[config.mk]
export PLATFORM = sky130hd
export DESIGN_NAME = frame_config_sequencer
export DESIGN_NICKNAME = d
export VERILOG_FILES = /design/src/rtl/frame_config_sequencer.sv
export SDC_FILE = /design/constraint.sdc
export NUM_CORES = 1
export LEC_CHECK = 0
export CAP_MARGIN = 20
export CELL_PAD_IN_SITES_DETAIL_PLACEMENT = 1
export CELL_PAD_IN_SITES_GLOBAL_PLACEMENT = 2
export CORE_MARGIN = 1.5
export CORE_UTILIZATION = 38
export DETAILED_ROUTE_END_ITERATION = 7
export DONT_BUFFER_PORTS = 1
export GPL_ROUTABILITY_DRIVEN = 0
export GPL_TIMING_DRIVEN = 0
export PLACE_DENSITY_LB_ADDON = 0.1
export SLEW_MARGIN = 20
export SYNTH_ARGS = -nofsm -noshare
export SYNTH_HDL_FRONTEND = slang
export SYNTH_SLANG_ARGS = --single-unit
[constraint.sdc]
create_clock -name CLK -period 4.9 [get_ports CLK]
set_input_delay 0.735 -clock CLK [delete_from_list [all_inputs] [get_ports CLK]]
set_output_delay 0.735 -clock CLK [all_outputs]
set_load 0.05 [all_outputs]
[src/rtl/frame_config_sequencer.sv]
// Frame configuration sequencer: syncs onto a 32-bit bitstream, decodes frame
// headers and drives one registered frame word plus a one-hot latch strobe per frame.
module frame_config_sequencer #(
  parameter int unsigned MaxFramesPerCol = 20,
  parameter int unsigned FrameBitsPerRow = 32  // only 32 is supported
) (
  input  logic                       CLK,
  input  logic                       reset,
  input  logic [FrameBitsPerRow-1:0] s_data,
  input  logic                       s_valid,
  output logic                       s_ready,
  output logic [FrameBitsPerRow-1:0] FrameData,
  output logic [MaxFramesPerCol-1:0] FrameStrobe,
  output logic                       synced,
  output logic                       busy,
  output logic                       error,
  output logic [15:0]                frame_count
);

  localparam logic [31:0] SyncWord   = 32'hFAB0_FAB1;
  localparam logic [31:0] DesyncWord = 32'hFAB0_FAB0;
  localparam logic [7:0]  HeaderTag  = 8'hA5;

  typedef enum logic [2:0] {
    ST_DESYNC,
    ST_HEADER,
    ST_DATA,
    ST_SETUP,
    ST_STROBE,
    ST_HOLD
  } state_t;

  state_t                     r_state;
  state_t                     w_next_state;
  logic [7:0]                 r_index;
  logic [FrameBitsPerRow-1:0] r_frame_data;
  logic                       r_error;
  logic [15:0]                r_frame_count;

  logic                       w_handshake;
  logic                       w_index_ok;
  logic                       w_load_index;
  logic                       w_load_data;
  logic                       w_set_error;
  logic [MaxFramesPerCol-1:0] w_strobe_onehot;

  assign s_ready     = (r_state == ST_DESYNC) || (r_state == ST_HEADER) || (r_state == ST_DATA);
  assign busy        = (r_state == ST_SETUP) || (r_state == ST_STROBE) || (r_state == ST_HOLD);
  assign synced      = (r_state != ST_DESYNC);
  assign error       = r_error;
  assign frame_count = r_frame_count;
  assign FrameData   = r_frame_data;

  assign w_handshake     = s_valid && s_ready;
  assign w_index_ok      = (32'(r_index) < MaxFramesPerCol);
  assign w_strobe_onehot = {{(MaxFramesPerCol-1){1'b0}}, 1'b1} << r_index;

  // NOTE: every output of this block gets a default first so no path leaves
  // a signal unassigned, which would otherwise infer a latch.
  always_comb begin
    w_next_state = r_state;
    w_load_index = 1'b0;
    w_load_data  = 1'b0;
    w_set_error  = 1'b0;
    unique case (r_state)
      ST_DESYNC: begin
        if (w_handshake && (s_data == SyncWord)) w_next_state = ST_HEADER;
      end
      ST_HEADER: begin
        if (w_handshake) begin
          if (s_data[31:24] == HeaderTag) begin
            w_next_state = ST_DATA;
            w_load_index = 1'b1;
          end else if (s_data == DesyncWord) begin
            w_next_state = ST_DESYNC;
          end else if (s_data != SyncWord) begin
            w_set_error = 1'b1;
          end
        end
      end
      ST_DATA: begin
        // The payload is never decoded; sync/desync patterns are plain data here.
        if (w_handshake) begin
          if (w_index_ok) begin
            w_next_state = ST_SETUP;
            w_load_data  = 1'b1;
          end else begin
            w_next_state = ST_HEADER;
            w_set_error  = 1'b1;
          end
        end
      end
      ST_SETUP:  w_next_state = ST_STROBE;
      ST_STROBE: w_next_state = ST_HOLD;
      ST_HOLD:   w_next_state = ST_HEADER;
      default:   w_next_state = ST_DESYNC;
    endcase
  end

  always_comb begin
    FrameStrobe = '0;
    if (r_state == ST_STROBE) FrameStrobe = w_strobe_onehot;
  end

  // NOTE: sequential state uses non-blocking assignments only, so every
  // register samples the pre-edge values regardless of statement order.
  always_ff @(posedge CLK) begin
    if (reset) r_state <= ST_DESYNC;
    else       r_state <= w_next_state;
  end

  always_ff @(posedge CLK) begin
    if (reset) begin
      r_index       <= '0;
      r_frame_data  <= '0;
      r_error       <= 1'b0;
      r_frame_count <= '0;
    end else begin
      if (w_load_index) r_index <= s_data[7:0];
      if (w_load_data)  r_frame_data <= s_data;
      if (w_set_error)  r_error <= 1'b1;
      if (r_state == ST_STROBE) r_frame_count <= r_frame_count + 16'd1;
    end
  end

endmodule

==> flow_summary.yaml <==
synthesis:
  synth_top_area_share: 0.440
  synthTopCellsByCount: "nor2_1, dfxtp_1, mux2i_1, nor3_1, nand3_1"
  async_flop_share: 0
  synthesis.nets: 336
  netlist_instances: 300
  syn_area_mm2: 0.00273
  synth_cell_types: 45
  yosysSeqAreaShare: 0.440
  avgSynthCellArea_um2: 9.10
  ys.flop_type: "dfxtp_1"
  yosysTopAreaCell: "dfxtp_1"
  synth.area.top_cells: "dfxtp_1, mux2i_1, nor2_1"
  synth_edf_count: 0
  ys_ff_latch: 60
  yosysWarnings: 0
  synth.most_common_cell: "nor2_1"
worst_setup_path:
  critPathLaunchType: "flip-flop"
  critical-path-top-delay-family: "simple AND/OR/NAND/NOR gates"
  crit_path_start: "r_state[2]"
  rrSetupSlack_ns: 2.48
  critical_path.cell_chain: "or3b_1 -> buf_2 -> or4b_4 -> or2_4 -> nor2_2"
  max_stage_delay_ns: 0.50
  crit_buf_inv: 1
  cp.arrival_ns: 2.53
  crit_slowest_cell: "or4b_4"
  worstSetupPathType: "reg2out"
  path_max_fanout: 6
  reg2reg_from: "frame_count[2]"
  cp_data_required_time_ns: 4.16
  endpoint_kind: "output pin"
floorplan:
  initial_utilization: 0.397
  core_mm2: 0.00687
  die_height_um: 87.8
  die_x_um: 87.8
  rows: 30
  io_pins: 107
  die_area_mm2: 0.00770
sta:
  worst_pin_slew_ns: 1.08
  period_share: 0.667
  hold_viol_final: 0
  period_minus_slack_ns: 3.27
  fin_tns_setup_ns: 0
  skew_ns: 0.0109
  setup_violations: 0
  slew_viol_final: 0
  max_freq_mhz: 306
  setup_slack_ns: 1.63
  grt_setup_unrepaired: "false"
  holdWs_ns: 0.546
  slew_headroom: 0.282
power:
  p_sw_frac: 0.206
  sequentialPowerShare: 0.478
  power_density_mw_per_mm2: 328
  clkPwrFrac: 0.505
  power_switching_uw: 210
  comb_power_share: 0.017
  internal_power_uw: 809
  worst_ir_drop_vdd_uv: 132
  leakage_nw: 1.33
  finalPower_mw: 1.02
routing:
  drc: 0
  wire_per_inst_um: 17.4
  drt.antenna.violating_nets: 0
  drt_iter0_markers: 91
  wirelength_um: 7190
  viasPerCell: 5.28
  num_vias: 2177
  drtPass1Iterations: 5
global_route:
  antenna_found_initial: 0
  grt.overflow.total: 0
  grt_usage: 0.189
  grt_pass1_vias: 2177
  grt_start_max_net_pins: 11
  grt_pass1_wl_um: 11200
placement:
  pre_cts_ws_ns: 1.98
  portBuffers: 0
  post-dp-hpwl_um: 5400
  dpl_cell_area_mm2: 0.00288
clocking:
  postCtsSetupBuffers: 0
  cts_tree: "done"
  cts_hold_buf: 0
  h-tree-depth: 3
  cts_root_buffer: "clkbuf_8"
  cts_buffer_depth: 2
  worstSkewPairLatency_ns: 0.33
  cts.sinks: 60
  numCtsBuffers: 9
  clk_pin_slew_ns: 0.07
  ctsResizeCount: 0
final_layout:
  final_cell_area_mm2: 0.00311
  syn_to_final_growth_pct: 13.8
  layout.nets: 347
  antennaDiodeCount: 0
  drive_gt1_frac: 0.123
run_status:
  outcome: "completed"
flow_run:
  cap_violations: 0
worst_hold_path:
  min_from: "s_data[3]"
  hold_path_class: "in2reg"
## cells by family after synthesis
group | after synthesis | synth area share
compound gates | 20 | 0.0449
xor+xnor | 9 | 0.0289
fa+ha+maj | 1 | 0.00458
buf+inv | 20 | 0.0298
flops | 60 | 0.440
mux | 44 | 0.163
simple gates | 146 | 0.289
## stage by stage
step                std cells   util
floorplan                 300      -
global placement          396  0.415
detailed placement        396  0.419
CTS                       412  0.452
global route              412  0.452
finish                    412  0.452
## power groups by stage
stage	Clock (mW)	Combinational, mW	Sequential, mW
6_report	0.514	0.0173	0.487
3_3_place_gp	0	0.0178	0.499
4_1_cts	0.524	0.0179	0.487
3_5_place_dp	0	0.0179	0.499
2_1_floorplan	0	0.0124	0.499
5_1_grt	0.546	0.0195	0.487
## worst paths after layout
kind | end | cells after the start
worst max register to register | frame_count[13] | 4
worst max-delay path | FrameStrobe[18] | 5
worst min register to register | r_index[6] | 2
worst min-delay path | FrameData[3] | 2
## state kept, by name (all words and copies together) (netlist names)
| register | cells |
|---|---|
| frame_count | 16 |
| FrameData | 32 |
| r_index | 8 |
| r_state | 3 |
| error | 1 |
## placed cells by master, fill, tap and decap left out, types with 3 or more instances in the layout
| cell type | instances |
|---|---|
| nand4b_1 | 4 |
| or3_1 | 4 |
| buf_2 | 5 |
| inv_1 | 5 |
| a21oi_1 | 5 |
| nor2_1 | 67 |
| nor2b_1 | 5 |
| nand3_1 | 10 |
| o21ai_0 | 6 |
| clkbuf_1 | 10 |
| nor4bb_1 | 4 |
| nor2_2 | 3 |
| nand4_1 | 4 |
| nor3_1 | 7 |
| xor2_1 | 3 |
| clkbuf_8 | 11 |
| xnor2_1 | 6 |
| dfxtp_1 | 60 |
| mux2i_1 | 41 |
| nand2_1 | 9 |
| nor3_2 | 6 |
| mux2_2 | 3 |
| nor4_1 | 6 |
## cell type report
cell class                 instances  area (µm²)
fill                             823        3760
clock inverter                     3        68.8
tap                               96         120
clock buffer                      13         159
multi-input combinational        220        1480
sequential                        60        1200
buffer                            15        62.6
inverter                           5        18.8
## routing by layer
layer	global-route usage	vias up	wire (µm)	share of wire
met5	0	-	0	0
met4	0.0649	0	78	0.011
met3	0.0631	6	464	0.065
met2	0.308	58	3490	0.49
met1	0.233	1039	3150	0.44
li1	-	1074	-	-
Power figures use the tool's default switching activity.
